<file path="config.mk">
export PLATFORM = sky130hd
export DESIGN_NAME = rng_distributor
export DESIGN_NICKNAME = d
export VERILOG_FILES = /design/src/rtl/rng_distributor.sv
export SDC_FILE = /design/constraint.sdc
export NUM_CORES = 1
export LEC_CHECK = 0
export CAP_MARGIN = 0
export CORE_UTILIZATION = 30
export CTS_CLUSTER_DIAMETER = 40
export CTS_CLUSTER_SIZE = 20
export DETAILED_ROUTE_END_ITERATION = 8
export GPL_TIMING_DRIVEN = 0
export PLACE_DENSITY = 0.65
export SLEW_MARGIN = 20
export SYNTH_ARGS = -nofsm -noshare
export SYNTH_HDL_FRONTEND = slang
export SYNTH_SLANG_ARGS = --single-unit
</file>
<file path="constraint.sdc">
create_clock -name clk -period 2.2 [get_ports clk]
set_input_delay 0.44 -clock clk [delete_from_list [all_inputs] [get_ports clk]]
set_output_delay 0.44 -clock clk [all_outputs]
set_load 0.02 [all_outputs]
</file>
<file path="src/rtl/rng_distributor.sv">
// Hands single words from an AXI4-Stream random source to one of several
// consumers at a time, choosing the requester by round-robin arbitration.
module rng_distributor #(
    parameter int DATA_WIDTH  = 8,
    parameter int NUM_PORTS   = 4,
    parameter int COUNT_WIDTH = 16
) (
    input  logic                   clk,
    input  logic                   resetn,
    input  logic [DATA_WIDTH-1:0]  in_tdata,
    input  logic                   in_tvalid,
    output logic                   in_tready,
    input  logic [NUM_PORTS-1:0]   req,
    output logic [DATA_WIDTH-1:0]  out_tdata,
    output logic [NUM_PORTS-1:0]   out_tvalid,
    input  logic [NUM_PORTS-1:0]   out_tready,
    output logic [NUM_PORTS-1:0]   grant,
    output logic                   busy,
    output logic [COUNT_WIDTH-1:0] served_count
);

    localparam int IDX_W = (NUM_PORTS > 1) ? $clog2(NUM_PORTS) : 1;

    typedef enum logic [1:0] {
        IDLE    = 2'd0,
        FETCH   = 2'd1,
        DELIVER = 2'd2
    } state_t;

    state_t                 state;
    logic [IDX_W-1:0]       last_grant;
    logic [IDX_W-1:0]       owner;
    logic [IDX_W-1:0]       winner_idx;
    logic [IDX_W-1:0]       cand;
    logic [DATA_WIDTH-1:0]  data_reg;

    assign out_tdata = data_reg;

    // Walk offsets from the far end down so the nearest requester after
    // last_grant is the one left standing.
    always_comb begin
        winner_idx = '0;
        cand       = '0;
        for (int k = NUM_PORTS; k >= 1; k--) begin
            cand = IDX_W'((int'(last_grant) + k) % NUM_PORTS);
            if (req[cand]) begin
                winner_idx = cand;
            end
        end
    end

    always_ff @(posedge clk or negedge resetn) begin
        if (!resetn) begin
            state        <= IDLE;
            grant        <= '0;
            owner        <= '0;
            last_grant   <= IDX_W'(NUM_PORTS - 1);
            data_reg     <= '0;
            served_count <= '0;
            in_tready    <= 1'b0;
            out_tvalid   <= '0;
            busy         <= 1'b0;
        end else begin
            case (state)
                IDLE: begin
                    if (|req) begin
                        grant     <= NUM_PORTS'(1) << winner_idx;
                        owner     <= winner_idx;
                        in_tready <= 1'b1;
                        busy      <= 1'b1;
                        state     <= FETCH;
                    end
                end
                FETCH: begin
                    if (in_tvalid) begin
                        data_reg   <= in_tdata;
                        in_tready  <= 1'b0;
                        out_tvalid <= grant;
                        state      <= DELIVER;
                    end
                end
                DELIVER: begin
                    // Only the owner's ready can complete the transfer.
                    if (|(out_tready & grant)) begin
                        last_grant   <= owner;
                        served_count <= served_count + COUNT_WIDTH'(1);
                        grant        <= '0;
                        out_tvalid   <= '0;
                        busy         <= 1'b0;
                        state        <= IDLE;
                    end
                end
                default: begin
                    grant      <= '0;
                    in_tready  <= 1'b0;
                    out_tvalid <= '0;
                    busy       <= 1'b0;
                    state      <= IDLE;
                end
            endcase
        end
    end

endmodule

</file>
[Word-level counts from Yosys, hierarchy flattened]
Index checks and enable logic that the tools add are counted.
Word-level totals
  memories kept: 0
  input bits: 19
  ROM bits: 0
  RAM bits: 0
  bits in latches: 0
  logic and storage cells: 64
  register bits after elaboration: 40
Cells by class
  reduce and logical (&&, ||, !) cells: 10
  $lt $le $gt $ge: 4
  add/subtract/negate cells: 5
  shifts and indexed selects: 1
  muxes and demuxes: 26
  $mul: 0
  bitwise gates (word level): 4
  equal/unequal tests: 5
  divide/modulo/power cells: 0
Operators with widths (count)
  case mux 4 bit (3 select lines): 2
  adder 16 x 1 -> 16 bit (second input constant): 1
  2-to-1 mux 2 bit: 7
  < comparator 2 x 3 -> 1 bit (second input constant): 4
  2-to-1 mux 4 bit: 3
  AND reduction 3 bit: 4
  binary-select mux 1 bit (select 2 bit): 4
  OR reduction 4 bit: 2
  2-to-1 mux 1 bit: 7
  inequality test 2 bit (second input constant): 3
  case mux 1 bit (3 select lines): 2
  case mux 2 bit (3 select lines): 1
  AND reduction 2 bit: 3
  adder 2 x 1 -> 2 bit (second input constant): 2
  adder 2 bit (second input constant): 2
  AND 4 bit: 1
  << shifter 1 x 2 -> 4 bit (first input constant): 1
  inverter 1 bit: 3
  equality test 2 x 1 -> 1 bit (second input constant): 1
  equality test 2 bit (second input constant): 1
  zero test 2 bit: 1

[Depth between registers and ports, before layout]
Gate-level depths: netlist of run 1.
  depth after elaboration: 10
  depth in mapped cells: 5

[Least setup slack after synthesis of run 1]
Ideal clock, no wire load.
  path kind: register -> register
  start: register grant[0]
  end: register served_count[8]
  path slack: 0.656 ns
  arrival time: 1.465 ns
  stages on the path, launching flop included: 5
  buffers on the path: 0
  clock period less this slack: 1.544 ns
  cell sequence: dfrtp_1 -> a22oi_2 -> a2111oi_4 -> and3_1 -> xor2_1
On the way
  longest elaborated chain between the ends: 3
Ends and longest elaborated chain
  start, declared: line 17  | output logic [NUM_PORTS-1:0] grant,
  start signal, assigned: line 67  | grant <= NUM_PORTS'(1) << winner_idx;
  AND 4 bit: line 84  | if (|(out_tready & grant)) begin
  OR reduction 4 bit: line 84
  AND reduction 2 bit (no line)
  end signal, assigned: line 86  | served_count <= served_count + COUNT_WIDTH'(1);
  end, declared: line 19  | output logic [COUNT_WIDTH-1:0] served_count
Every way passes these cells.
A chain may end at the register's enable or synchronous reset.

[Final worst setup path of run 1]
  start: register served_count[2]
  end: output served_count[2]
No word-level cell between the ends.

==> impl_metrics.csv, run 1 <==
group,metric,value,unit
status,outcome,"complete, no violations",
floorplan,io_pins,53,
critical_path,worst_setup_path_end_kind,"output port",
clock_network,cts.path.max_buffers,2,
synth,synth_area,0.001788,sq mm
floorplan,dieWidth,79.20,um
timing,setup_tns,0,ns
global_route,grt_pass1_wl,6127,um
placement,placed_cells,264,
pwr,p_per_area,1150,mW/mm^2
synth,ys.flop_type,"dfrtp_1",
layout,final_cell_mix,"clkdlybuf4s50_1, dfrtp_1, mux2_2",
pwr,p_clk_frac,0.177,
synth,synth_area_per_cell,12.86,sq um
global_route,overflow,0,
synth,synth-edff-count,0,
layout,nets,219,
pwr,seq_power_share,0.402,
critical_path,slowest_stage,"clkdlybuf4s50_1",
critical_path,path_cells,"clkdlybuf4s50_1",
routing,routedWlPerCell,13.57,um
clock_network,cts.sinks,40,
placement,hpwl,2755,um
clock_network,numCtsBuffers,5,
timing,finalClockSkew,0.005752,ns
layout,antennaDiodeCount,0,
routing,via_count,1286,
layout,fin_cells,272,
synth,synth_cells,139,
synth,yosysSeqAreaShare,0.5612,
pwr,power_leakage,1.042,nW
clock_network,hold_buffers,0,
routing,dr.first_iter.drc_count,27,
floorplan,fp.dieH,79.20,um
global_route,grt_max_degree,26,
hold_path,min_path_type,"input port to asynchronous set/reset pin",
floorplan,num_rows,27,
job,cap_violations,0,
routing,wirelength,3692,um
pwr,p_int,1.854,mW
layout,n_fill_cell,529,
synth,netlist_top_cells_area,"dfrtp_1, mux2_2, xnor2_1",
layout,stdcell_area,0.002504,sq mm
timing,rsz0062_at_grt,"false",
routing,drc,0,
critical_path,start_kind,"register",
synth,netlist.area_leader.share,0.5318,
critical_path,rrSetupSlack,0.48,ns
critical_path,cp.depth,1,
timing,min_period,1.823,ns
routing,routed_via_density,4.728,
routing,drt-pass1-iter-count,4,
synth,synth_warnings,0,
critical_path,critPathTopFamily,"buffers and inverters",
layout,final-seq-area,0.001003,sq mm
layout,area_growth,40.03,%
clock_network,clkTransAtPathRegs,0.08,ns
floorplan,core_area,0.005642,sq mm
placement,pre_cts_ws,0.03387,ns
timing,slew_headroom,0.6316,
timing,finalCritPeriodShare,0.8286,
pwr,combPwrFrac,0.421,
placement,io_buffers,52,
clock_network,cts_tree,"yes",
critical_path,rr_worst_depth,5,
timing,fin_ws,0.3771,ns
timing,fmax,548.6,MHz
pwr,p_sw,1.025,mW
global_route,track_usage,0.1287,
clock_network,cts_resized,0,
critical_path,crit_type,"register to output port",
layout,final_common_cell,"clkdlybuf4s50_1",
floorplan,die_area,0.006273,sq mm
critical_path,arrival,1.38,ns
critical_path,critPathMaxStageDelay,0.64,ns
clock_network,htreeDepth,2,
critical_path,critPathRequiredTime,1.76,ns
synth,synth-seq-cells,40,
layout,multi_input_area,760.7,sq um
critical_path,r2r_start,"state[1]",
pwr,sw_frac_of_total,0.3560,
timing,tightest_slew,0.5497,ns
global_route,antenna_found_initial,0,
synth,synth_async_sr_flop_share,1.000,
placement,place_area,0.002414,sq mm
layout,drive_above_1_share,0.1700,
synth,syn_nets,159,
pwr,vdd_drop_max,494.7,uV
placement,gp_congestion,0.7274,
synth,synth.largest_area_cell,"dfrtp_1",
critical_path,crit_fanout,6,
synth,yosysUniqueCellTypes,42,
global_route,grt_pass1_vias,1347,
clock_network,cts_setup_buffers,0,
timing,setup_viol,0,
timing,maxSlewViolCount,0,
timing,hold_viol_final,0,
clock_network,cts_root_buf,"clkbuf_8",
critical_path,worstReg2RegEnd,"out_tdata[7]",
clock_network,clock_latency,0.29,ns
floorplan,start_util,0.3169,
routing,ant_nets,0,
critical_path,crit_buf_inv,1,
[registers in the layout (all words and copies together) (netlist names)]
name	cells
out_tvalid	4
served_count	16
grant	4
owner	2
in_tready	1
last_grant	2
state	2
busy	1
out_tdata	8
[worst max-delay path by stage]
stage | startpoint | endpoint | slack (ns)
global route | req[1] | grant[1] | 0.19
finish | served_count[2] | served_count[2] | 0.38
global placement | resetn | out_tdata[6] | -0.35
floorplan | grant[0] | served_count[8] | 0.66
CTS | in_tvalid | out_tdata[7] | 0.35
detailed placement | in_tvalid | out_tdata[7] | 0.03
[synthesized netlist by cell type (2+ instances only)]
master and count:
nand2_1 10, mux2_2 12, and4_1 3, xor2_1 4, a22o_1 4, xnor2_1 11, inv_1 2, nand3b_1 2
o21ai_0 2, nor2b_1 3, a21oi_2 2, a22oi_2 2, dfstp_2 2, nand2b_1 3, dfrtp_1 38, nor2_1 4
a32o_1 2, o2bb2ai_1 2, a21o_1 2, a21oi_1 3, nand4_1 2, and3_1 2, nand3_1 3
[layout make-up]
| type | instances | area share |
|---|---|---|
| sequential | 40 | 0.4008 |
| multi-input combinational | 94 | 0.3038 |
| timing repair buffer | 53 | 0.2139 |
| clock buffer | 8 | 0.03598 |
| tap | 72 | 0.03598 |
| buffer | 3 | 0.006497 |
| inverter | 2 | 0.002999 |
[metal layers]
metal	up-vias	wire [um]	part of all wire	GRT usage
met5	-	0	0	0
met2	37	1719	0.47	0.2052
met1	618	1697	0.46	0.1586
met4	0	76	0.021	0.06545
li1	623	-	-	-
met3	8	197	0.053	0.03563
[power by group through the flow]
stage          sequential [mW]  clock, mW  combinational (mW)
3_3_place_gp              1.17          0                1.22
4_1_cts                   1.16      0.527                1.23
2_1_floorplan             1.35          0               0.517
3_5_place_dp              1.17          0                1.23
5_1_grt                   1.19      0.550                1.31
6_report                  1.16      0.510                1.21
[cells by family after synthesis]
kind of cell,count (synthesis),share of synthesized area
flip-flops,40,0.5612
AND/OR/NAND/NOR,39,0.1330
AO/OA/AOI/OAI,26,0.1309
XOR/XNOR,15,0.07347
multiplexers,13,0.08118
buffers and inverters,5,0.01329
adder cells (fa/ha/maj),1,0.006997
[per-stage QoR]
step,total power [mW],utilization,hold slack [ns]
2_1_floorplan,1.865,-,0.1444
3_3_place_gp,2.385,0.4252,0.4598
3_5_place_dp,2.400,0.4278,0.3806
4_1_cts,2.921,0.4438,0.05971
5_1_grt,3.056,0.4438,0.08282
6_report,2.878,0.4438,0.05213
No activity file was read; power rests on OpenSTA's default activity.
==> run 2: changes to the inputs <==
PLACE_DENSITY = 0.67   (was 0.65)
clock period = 1.65 ns   (was 2.2 ns; I/O delays follow)
==> impl_metrics.csv, run 2 (synthesis gave the netlist of run 1 again) <==
group,metric,value,unit
clock_network,cts.sinks,40,
layout,largest_reg_flops,16,
pwr,p_per_area,1497,mW/mm^2
layout,fin_cells,276,
layout,n_fill_cell,506,
routing,wirelength,3699,um
critical_path,critPathMaxStageDelay,0.62,ns
timing,min_period,1.593,ns
timing,tightest_slew,0.5398,ns
global_route,antenna_found_initial,0,
timing,fmax,627.8,MHz
routing,routed_via_density,4.761,
floorplan,core_area,0.005642,sq mm
routing,drc,0,
floorplan,num_rows,27,
timing,setup_viol,0,
critical_path,crit_buf_inv,1,
critical_path,slowest_stage,"clkdlybuf4s50_1",
clock_network,clock_latency,0.28,ns
routing,met3WireLength,175,um
critical_path,worst_setup_path_end_kind,"output port",
floorplan,die_area,0.006273,sq mm
routing,ant_nets,0,
critical_path,critPathRequiredTime,1.32,ns
pwr,power_leakage,1.280,nW
critical_path,arrival,1.26,ns
placement,placed_cells,264,
timing,finalClockSkew,0.004080,ns
clock_network,numCtsBuffers,5,
job,cap_violations,0,
clock_network,clkTransAtPathRegs,0.07,ns
layout,final_cell_mix,"dfrtp_1, clkdlybuf4s50_1, dlygate4sd2_1",
floorplan,fp.dieH,79.20,um
critical_path,crit_type,"register to output port",
critical_path,path_cells,"clkdlybuf4s50_1",
global_route,track_usage,0.1334,
pwr,vdd_drop_max,733.7,uV
global_route,grt_pass1_wl,6527,um
timing,hold_ws,0.4875,ns
critical_path,crit_fanout,3,
layout,final-seq-area,0.001006,sq mm
hold_path,min_path_type,"register to register",
global_route,overflow,0,
layout,antennaDiodeCount,0,
clock_network,htreeDepth,2,
layout,drive_above_1_share,0.2108,
layout,multi_input_area,814.5,sq um
layout,nets,223,
critical_path,critPathTopFamily,"buffers and inverters",
layout,final_common_cell,"dfrtp_1",
routing,dr.first_iter.drc_count,41,
timing,maxSlewViolCount,0,
placement,hpwl,2662,um
pwr,power,3.899,mW
routing,drt-met1-wl,1873,um
global_route,grt_pass1_vias,1394,
placement,place_area,0.002414,sq mm
routing,top_layer,"met4",
routing,routedWlPerCell,13.40,um
timing,fin_ws,0.05720,ns
layout,top_register,"served_count",
layout,area_growth,45.70,%
global_route,grt_max_degree,26,
placement,gp_congestion,0.7478,
routing,drt-pass1-iter-count,4,
floorplan,io_pins,53,
timing,rsz0062_at_grt,"true",
timing,slew_headroom,0.6401,
clock_network,cts_tree,"yes",
layout,stdcell_area,0.002605,sq mm
clock_network,cts.path.max_buffers,2,
clock_network,cts_root_buf,"clkbuf_8",
routing,via_count,1314,
timing,finalCritPeriodShare,0.9653,
placement,io_buffers,52,
critical_path,start_kind,"register",
placement,pre_cts_ws,-0.4431,ns
critical_path,rrSetupSlack,0.07,ns
floorplan,dieWidth,79.20,um
status,outcome,"complete, no violations",
routing,wl_met2,1626,um
floorplan,start_util,0.3169,
timing,hold_viol_final,0,
[run 2: cell types whose count changed in the layout (fill, tap and decap cells not counted), sizes merged]
| cell | change |
|---|---|
| dlygate4sd3 | +1 |
| dlymetal6s2s | +10 |
| clkbuf | -1 |
| buf | +4 |
| dlygate4sd2 | +15 |
| clkdlybuf4s50 | -25 |
[run 2: layout make-up]
class                   count  share of cell area
flip-flops and latches     40              0.3862
multi-input cells          94              0.3127
repair buffers             58              0.2233
clock buffers               8             0.03458
well taps                  72             0.03458
plain buffers               2            0.005764
inverters                   2            0.002882
[run 2: power breakdown]
group / total [mW] / internal, mW / switching [mW] / leakage (nW)
registers: 1.55 / 1.30 / 0.250 / 0.511
clock network: 0.659 / 0.341 / 0.318 / 0.0455
logic: 1.69 / 0.846 / 0.841 / 0.724
total: 3.90 / 2.49 / 1.41 / 1.28
[run 2: layer usage]
metal	global-route usage	up-vias
met4	0.03818	0
met2	0.2078	39
met3	0.04023	3
met5	0	-
li1	-	628
met1	0.1781	644
[run 2: path summary, 6_finish.rpt]
check / startpoint / end / depth (start not counted)
max: in_tready / in_tready / 1
min: served_count[14] / served_count[14] / 1
max reg2reg: grant[2] / served_count[8] / 4
min reg2reg: served_count[14] / served_count[14] / 1
max in group asynchronous: resetn / last_grant[1] / 3
min in group asynchronous: resetn / served_count[15] / 2
[run 2: metrics by stage]
step | TNS [ns] | util
final | 0 | 0.4617
after global routing | -0.5285 | 0.4617
after CTS | 0 | 0.4451
after detailed placement | -9.002 | 0.4278
after global placement | -39.16 | 0.4252
after floorplan | 0 | -
[run 2: repair_timing]
action | CTS | global route
hold endpoints to repair | 15 | 0
setup endpoints to repair | 27 | 28
pin swaps | 1 | 8
gates cloned | 0 | 0
resized for setup | 17 | 19
hold buffers | 1 | 0
setup buffers | 1 | 3
==> run 3: changes to the inputs <==
TNS_END_PERCENT = 50   (was default)
==> impl_metrics.csv, run 3 (synthesis gave the netlist of run 1 again) <==
group,metric,value,unit
timing,fmax,621.7,MHz
critical_path,critPathLaunch,"out_tready[2]",
critical_path,crit_type,"input port to register",
placement,gp_congestion,0.7478,
pwr,power_leakage,1.256,nW
critical_path,slowest_stage,"a22oi_2",
layout,drive_above_1_share,0.2020,
placement,io_buffers,52,
global_route,grt_max_degree,26,
clock_network,htreeDepth,2,
global_route,grt_pass1_vias,1391,
status,outcome,"complete, no violations",
timing,min_period,1.608,ns
critical_path,critPathTopFamily,"compound AO/OA/AOI/OAI gates",
clock_network,clock_latency,0.28,ns
layout,final_common_cell,"dfrtp_1",
critical_path,rrSetupSlack,0.06,ns
global_route,grt_pass1_wl,6527,um
routing,routed_via_density,4.815,
global_route,track_usage,0.1334,
critical_path,rr_worst_depth,4,
routing,dr.first_iter.drc_count,32,
critical_path,path_cells,"clkdlybuf4s50_1 > a22oi_2 > a21oi_2 > and4_1 > xor2_1",
critical_path,r2r_start,"grant[2]",
critical_path,arrival,1.78,ns
floorplan,dieWidth,79.20,um
layout,final_cell_mix,"dfrtp_1, clkdlybuf4s50_1, dlygate4sd2_1",
routing,ant_nets,0,
floorplan,fp.dieH,79.20,um
critical_path,crit_fanout,6,
routing,wirelength,3662,um
global_route,overflow,0,
placement,hpwl,2662,um
timing,rsz0062_at_grt,"true",
layout,largest_reg_flops,16,
critical_path,worst_setup_path_end_kind,"register",
critical_path,crit_path_end,"served_count[4]",
job,cap_violations,0,
floorplan,core_area,0.005642,sq mm
clock_network,cts_tree,"yes",
clock_network,cts.path.max_buffers,2,
clock_network,cts.sinks,40,
critical_path,worstReg2RegEnd,"served_count[4]",
timing,tightest_slew,0.4702,ns
layout,n_fill_cell,511,
timing,hold_viol_final,0,
critical_path,critPathRequiredTime,1.82,ns
hold_path,min_path_type,"register to register",
floorplan,die_area,0.006273,sq mm
timing,maxSlewViolCount,0,
clock_network,clkTransAtPathRegs,0.07,ns
pwr,power,3.856,mW
pwr,p_per_area,1497,mW/mm^2
pwr,vdd_drop_max,720.5,uV
clock_network,numCtsBuffers,5,
timing,setup_viol,0,
timing,setup_tns,0,ns
routing,routedWlPerCell,13.32,um
routing,drc,0,
critical_path,cp.depth,5,
critical_path,critPathMaxStageDelay,0.44,ns
timing,slew_headroom,0.6866,
clock_network,cts_root_buf,"clkbuf_8",
floorplan,start_util,0.3169,
global_route,antenna_found_initial,0,
layout,area_growth,44.09,%
routing,drt-pass1-iter-count,4,
timing,finalClockSkew,0.004893,ns
timing,hold_ws,0.4883,ns
critical_path,start_kind,"input port",
routing,via_count,1324,
layout,nets,222,
layout,antennaDiodeCount,0,
critical_path,crit_buf_inv,1,
timing,finalCritPeriodShare,0.9748,
floorplan,io_pins,53,
layout,top_register,"served_count",
floorplan,num_rows,27,
## run 3: cell count changes in the layout (fill, tap and decap cells not counted)
cell and change:
a21oi_2 +2, a21oi_4 -2, clkdlybuf4s50_1 +2, dlymetal6s2s_1 -2, buf_4 -1, dfrtp_1 +1, dfrtp_2 -1
## run 3: per-stage QoR
step	std cells	instance area, sq um	utilization	worst slack (ns)
6_report	275	2576	0.4566	0.04162
3_5_place_dp	264	2414	0.4278	-0.4431
4_1_cts	273	2504	0.4438	-0.01172
2_1_floorplan	139	1788	-	0.1057
5_1_grt	275	2576	0.4566	-0.04757
3_3_place_gp	263	2399	0.4252	-0.7870
## run 3: worst register-to-register path, delay by kind of cell, from the launching register on
| family | cells | cell delay [ns] |
|---|---|---|
| and+or+nand+nor | 1 | 0.26 |
| DFF | 1 | 0.44 |
| xor gates and xnor gates | 1 | 0.13 |
| AOI/OAI and AO/OA | 2 | 0.63 |
## run 3: per-layer routing
metal  vias up  global-route usage  routed length (um)  share of wire
met3         3             0.04023                 183          0.050
met5         -                   0                   0              0
met4         0             0.03818                  23         0.0063
met2        39              0.2078                1606           0.44
li1        630                   -                   -              -
met1       652              0.1781                1848           0.50
## run 3: final cells by class
class                      instances  area, sq um  share of cell area
buffer                             2        15.01            0.005828
clock buffer                       8        90.09             0.03497
inverter                           2        7.507            0.002914
multi-input combinational         94        799.5              0.3103
sequential                        40         1005              0.3900
tap                               72        90.09             0.03497
timing repair buffer              57        569.3              0.2210
## run 3: worst min-delay path by stage
stage                startpoint          endpoint  slack, ns  depth (start not counted)
3_3_place_gp   served_count[15]  served_count[15]       0.46                          1
6_report       served_count[13]  served_count[13]       0.49                          1
3_5_place_dp             resetn  served_count[15]       0.27                          1
4_1_cts                  resetn  served_count[15]       0.50                          2
5_1_grt         served_count[9]   served_count[9]       0.51                          1
2_1_floorplan            resetn              busy       0.03                          0
## run 3: where the power goes
| group | internal (mW) | total [mW] | switching [mW] |
|---|---|---|---|
| Combinational | 0.827 | 1.64 | 0.816 |
| Clock | 0.341 | 0.661 | 0.320 |
| Sequential | 1.30 | 1.55 | 0.250 |
| Total | 2.47 | 3.86 | 1.39 |
## run 3: what timing repair did
action / 4_1_cts / 5_1_grt
hold buffers: 1 / 0
resized for setup: 17 / 14
hold endpoints to repair: 15 / 0
pin swaps: 1 / 3
setup buffers: 0 / 3
setup endpoints to repair: 27 / 28
